**src/rtl/fetch_unit.sv**
```systemverilog
// fetch_unit -- sequential instruction fetch and next-PC selection.
//
// Holds the PC and fetches one instruction at a time from instruction
// memory. The returned word is held in instr and decoded into op_c and
// funct for the control decoder. When the core retires the held
// instruction, the decoder's {jr, j, branch} select picks the next PC and
// the next fetch begins.
//
// Ports:
//   clk, rst_n        clock (rising edge), asynchronous active-low reset
//   pc_next_c[2:0]    {jr, j, branch} select, sampled on retire only
//   reg_a[31:0]       jr target, sampled on retire only
//   retire            the held instruction finished executing this cycle
//   imem_req          fetch request, held high until imem_ack
//   imem_addr[31:0]   fetch address, always equal to pc
//   imem_ack          memory returned data for the current request
//   imem_err          access failed, qualified by imem_ack
//   imem_rdata[31:0]  instruction word, valid with imem_ack
//   instr[31:0]       held instruction word
//   op_c[5:0]         instr[31:26]
//   funct[5:0]        instr[5:0]
//   instr_valid       instr/op_c/funct valid for execution
//   pc[31:0]          address of the held instruction
//   pc_plus4[31:0]    pc + 4, wrapping
//   fault             sticky fetch-error or jr-misalignment fault
//
// Handshake: imem_req is a request that stays asserted, with imem_addr
// stable, from the first FETCH cycle until the edge at which imem_ack is
// sampled high; a transfer completes on exactly that edge. imem_ack seen
// while imem_req is low is ignored.
//
// RESET_PC must be word-aligned.

module fetch_unit #(
  parameter logic [31:0] RESET_PC = 32'h0000_0000
) (
  input  logic        clk,
  input  logic        rst_n,
  input  logic [2:0]  pc_next_c,
  input  logic [31:0] reg_a,
  input  logic        retire,
  input  logic        imem_ack,
  input  logic        imem_err,
  input  logic [31:0] imem_rdata,
  output logic        imem_req,
  output logic [31:0] imem_addr,
  output logic [31:0] instr,
  output logic [5:0]  op_c,
  output logic [5:0]  funct,
  output logic        instr_valid,
  output logic [31:0] pc,
  output logic [31:0] pc_plus4,
  output logic        fault
);

  typedef enum logic [1:0] {
    IDLE  = 2'd0,
    FETCH = 2'd1,
    EXEC  = 2'd2,
    FAULT = 2'd3
  } state_t;

  state_t      state;
  state_t      state_next;

  logic [31:0] next_pc;
  logic [31:0] branch_target;
  logic [31:0] jump_target;
  logic        jr_misaligned;
  logic        fetch_ok;
  logic        retire_ok;

  // ---------------------------------------------------------------------
  // Combinational decode and next-PC selection
  // ---------------------------------------------------------------------
  assign pc_plus4  = pc + 32'd4;
  assign op_c      = instr[31:26];
  assign funct     = instr[5:0];
  assign imem_addr = pc;

  assign branch_target = pc_plus4 + {{14{instr[15]}}, instr[15:0], 2'b00};
  assign jump_target   = {pc_plus4[31:28], instr[25:0], 2'b00};

  // A misaligned jr target is a fault rather than a redirect.
  assign jr_misaligned = pc_next_c[2] && (reg_a[1:0] != 2'b00);

  // Priority jr > j > branch > sequential; multi-bit selects are legal.
  always_comb begin
    next_pc = pc_plus4;
    if (pc_next_c[2])      next_pc = reg_a;
    else if (pc_next_c[1]) next_pc = jump_target;
    else if (pc_next_c[0]) next_pc = branch_target;
  end

  assign fetch_ok  = (state == FETCH) && imem_ack && !imem_err;
  assign retire_ok = (state == EXEC) && retire && !jr_misaligned;

  // ---------------------------------------------------------------------
  // FSM: state register
  // ---------------------------------------------------------------------
  always_ff @(posedge clk or negedge rst_n) begin
    if (!rst_n) state <= IDLE;
    else        state <= state_next;
  end

  // ---------------------------------------------------------------------
  // FSM: next-state logic
  // ---------------------------------------------------------------------
  always_comb begin
    state_next = state;
    case (state)
      IDLE:  state_next = FETCH;
      FETCH: begin
        if (imem_ack) state_next = imem_err ? FAULT : EXEC;
      end
      EXEC: begin
        if (retire) state_next = jr_misaligned ? FAULT : FETCH;
      end
      FAULT: state_next = FAULT;
      default: state_next = IDLE;
    endcase
  end

  // ---------------------------------------------------------------------
  // FSM: outputs (fault is sticky because only reset leaves FAULT)
  // ---------------------------------------------------------------------
  always_comb begin
    imem_req    = 1'b0;
    instr_valid = 1'b0;
    fault       = 1'b0;
    case (state)
      FETCH:   imem_req    = 1'b1;
      EXEC:    instr_valid = 1'b1;
      FAULT:   fault       = 1'b1;
      default: ;
    endcase
  end

  // ---------------------------------------------------------------------
  // Datapath registers
  // ---------------------------------------------------------------------
  always_ff @(posedge clk or negedge rst_n) begin
    if (!rst_n) begin
      pc    <= RESET_PC;
      instr <= 32'h0000_0000;
    end else begin
      if (fetch_ok)  instr <= imem_rdata;
      if (retire_ok) pc    <= next_pc;
    end
  end

endmodule

```
**config.mk**
```make
export PLATFORM = sky130hd
export DESIGN_NAME = fetch_unit
export DESIGN_NICKNAME = d
export VERILOG_FILES = /design/src/rtl/fetch_unit.sv
export SDC_FILE = /design/constraint.sdc
export NUM_CORES = 1
export LEC_CHECK = 0
export CAP_MARGIN = 20
export CELL_PAD_IN_SITES_DETAIL_PLACEMENT = 1
export CELL_PAD_IN_SITES_GLOBAL_PLACEMENT = 1
export CORE_UTILIZATION = 30
export CTS_BUF_LIST = sky130_fd_sc_hd__clkbuf_2 sky130_fd_sc_hd__clkbuf_4 sky130_fd_sc_hd__clkbuf_8
export CTS_CLUSTER_DIAMETER = 40
export DETAILED_ROUTE_END_ITERATION = 12
export PLACE_DENSITY = 0.9
export SKIP_CTS_REPAIR_TIMING = 1
export SYNTH_ARGS = -nofsm -noshare
export SYNTH_HDL_FRONTEND = slang
export SYNTH_SLANG_ARGS = --single-unit
```
**constraint.sdc**
```tcl
create_clock -name clk -period 2.9 [get_ports clk]
set_input_delay 0.58 -clock clk [delete_from_list [all_inputs] [get_ports clk]]
set_output_delay 0.58 -clock clk [all_outputs]
set_load 0.02 [all_outputs]
```
==> impl_metrics.json <==
{
  "outcome": "complete, but fails checks",
  "violations": "setup timing",
  "syn-cell-area_um2": 5680,
  "routedWlPerCell_um": 27.8,
  "grt-ovfl-total": 0,
  "dr.pass1.iters": 7,
  "async_flop_share_pct": 100,
  "clock_sinks": 66,
  "drt_iter0_drc": 584,
  "synth_cells": 652,
  "synth.distinct_cells": 65,
  "fin_skew_ns": 0.0260,
  "cts_root_buffer": "clkbuf_8",
  "clock_path_buffers": 2,
  "setup_violations": 33,
  "slew_headroom_pct": 38.5,
  "synth_area_per_cell_um2": 8.71,
  "path_cells": "nand4_1 > nor2_4 > nand3_4 > nor3_4 > nand4_1 > xnor2_2 > buf_4 > ha_4 > buf_6 > a21oi_4 > nand2_2 > a21o_1 > a21oi_2 > a21oi_2 > xnor2_1 > a21oi_1 > a221o_1",
  "routed_via_density": 5.93,
  "n_antenna_cell": 0,
  "ys_ff_latch": 66,
  "final_util_pct": 57.4,
  "peakVddDrop_mv": 0.295,
  "grt_pass1_vias": 7576,
  "rrSetupSlack_ns": -0.79,
  "num_vias": 7382,
  "place_hpwl_um": 22100,
  "grt_max_degree": 67,
  "cp.arrival_ns": 3.97,
  "fillers": 2007,
  "core.rowCount": 49,
  "rsz0062_at_grt": "yes",
  "syn-num-nets": 761,
  "io_pins": 215,
  "track_usage_pct": 29.1,
  "p_leak_nw": 4.78,
  "drive_gt1_share_pct": 41.6,
  "fmax_ghz": 0.271,
  "timing.critical_path.slowest_cell_delay_ns": 0.39,
  "fp.dieW_um": 140,
  "report.final.hold_viol_count": 0,
  "syn_to_final_growth_pct": 84.8,
  "antenna_found_initial": 1,
  "core-area_um2": 18300,
  "p_per_area_nw_per_um2": 629,
  "cp-end-kind": "flop",
  "cts_tree": "done",
  "gp_congestion": 0.957,
  "remaining_drc_errors": 0,
  "ys_warn_count": 0,
  "clk_latency_ns": 0.42,
  "place_ws_ns": -0.640,
  "drv_slew": 0,
  "hp-class": "in -> async",
  "fin_ws_ns": -0.790,
  "cp_max_fo": 4,
  "cp-start-kind": "flop",
  "fin_crit_ns": 3.69,
  "grt_pass1_wl_um": 43300,
  "port_buffers": 214,
  "htreeDepth": 3,
  "layout.nets": 1119,
  "final_antenna_net_count": 0,
  "worst_slew_pin_slew_ns": 0.920,
  "die_h_um": 140,
  "start_util_pct": 31.1,
  "path_clk_slew_ns": 0.08,
  "cts_made_buffers": 9,
  "synth_ff_type": "dfrtp_1",
  "critPathRequiredTime_ns": 3.18,
  "wirelength_um": 34600,
  "post-route-period-util_pct": 127,
  "crit_type": "reg -> reg",
  "maxCapViolations": 0,
  "seq_area_frac_synth_pct": 29.1,
  "die_area_um2": 19500,
  "synth_edf_count": 0,
  "slowest_stage": "dfrtp_2"
}
[layout by cell type (no fill, tap or decap), drive strengths merged, types with 5 or more instances in the layout]
master,count
inv,16
a31oi,7
o21ai,39
mux2,32
o211ai,7
ha,36
a221o,9
a21oi,61
nor2,47
nand4,9
a211oi,10
xnor2,36
clkbuf,15
o21a,6
dfrtp,66
xor2,18
mux2i,7
o22ai,7
and3,17
nand2,56
nor3,8
clkdlybuf4s50,190
o221ai,7
nand2b,5
nand3,17
buf,214
dlymetal6s2s,11
a21o,18
[worst paths after layout]
kind,end,cells past startpoint,start
min in group clk,instr[26],1,instr[26]
max in group asynchronous,imem_addr[14],1,rst_n
hold reg to reg,instr[26],1,instr[26]
setup reg to reg,imem_addr[24],17,imem_addr[7]
hold / removal,instr[6],1,rst_n
setup / recovery,imem_addr[24],17,imem_addr[7]
[worst max-delay path, delay by kind of cell (launching register included)]
kind	cells	cell delay (ns)
flip-flops	1	0.39
XOR/XNOR	2	0.41
AO/OA/AOI/OAI	6	1.25
AND/OR/NAND/NOR	6	1.08
buffers and inverters	2	0.28
adder cells (fa/ha/maj)	1	0.17
[metal layers]
metal	up-vias	global-route usage, %	part of all wire (%)
met1	3681	34.0	37
met5	-	0	0
li1	3035	-	-
met3	180	5.09	8.3
met2	486	51.7	49
met4	0	13.2	6.2
[sequential cells by signal, indices dropped and copies added, names as in the netlist]
name and flops:
instr 32, imem_addr 32, state 2
[area by class of cell]
type,count,area [um2],share of cell area [%]
Clock buffer,10,131,1.25
Clock inverter,6,91.3,0.870
Inverter,17,66.3,0.632
Multi-Input combinational cell,496,4510,43.0
Sequential cell,66,1670,15.9
Tap cell,229,287,2.73
Timing Repair Buffer,420,3730,35.6
[cells by family (layout without fill, tap and decap cells)]
kind of cell    count (synthesis)  count (layout)  share of synthesized area (%)
xor+xnor                       54              54                           8.46
compound gates                192             192                           22.7
mux                            39              39                           7.58
flops                          66              66                           29.1
buf+inv                        90             453                           9.12
simple gates                  174             174                           14.8
fa+ha+maj                      37              37                           8.28
[where the power goes]
group / leakage [nW] / internal (mW) / switching [mW]
Combinational: 3.85 / 2.06 / 2.26
Clock: 0.102 / 0.495 / 0.473
Sequential: 0.822 / 1.08 / 0.221
Total: 4.78 / 3.64 / 2.96
[synthesized netlist by cell type, drive strengths merged, types with 10 or more instances]
| master | instances | area share [%] |
|---|---|---|
| buf | 54 | 6.7 |
| a21o | 18 | 2.4 |
| nor2 | 47 | 3.2 |
| inv | 16 | 1.1 |
| xor2 | 18 | 2.9 |
| a211oi | 10 | 1.4 |
| ha | 36 | 7.9 |
| o21ai | 39 | 3.4 |
| nand3 | 17 | 1.5 |
| mux2 | 32 | 6.3 |
| clkbuf | 19 | 1.3 |
| dfrtp | 66 | 29 |
| xnor2 | 36 | 5.6 |
| nand2 | 56 | 3.7 |
| and3 | 17 | 1.9 |
| a21oi | 61 | 5.5 |
[per-stage QoR]
| step | std cells | power (mW) | area [um2] | setup TNS, ns | hold WS (ns) |
|---|---|---|---|---|---|
| after floorplan | 652 | 3.18 | 6170 | -5.08 | 0.284 |
| after detailed placement | 1193 | 4.94 | 9450 | -8.73 | 0.522 |
| after global placement | 1193 | 4.76 | 9450 | -4.56 | 0.521 |
| final | 1244 | 6.60 | 10500 | -11.94 | 0.308 |
| after global routing | 1244 | 6.81 | 10500 | -16.98 | 0.364 |
| after CTS | 1209 | 5.91 | 9680 | -16.65 | 0.365 |
Power figures use the tool's default switching activity.
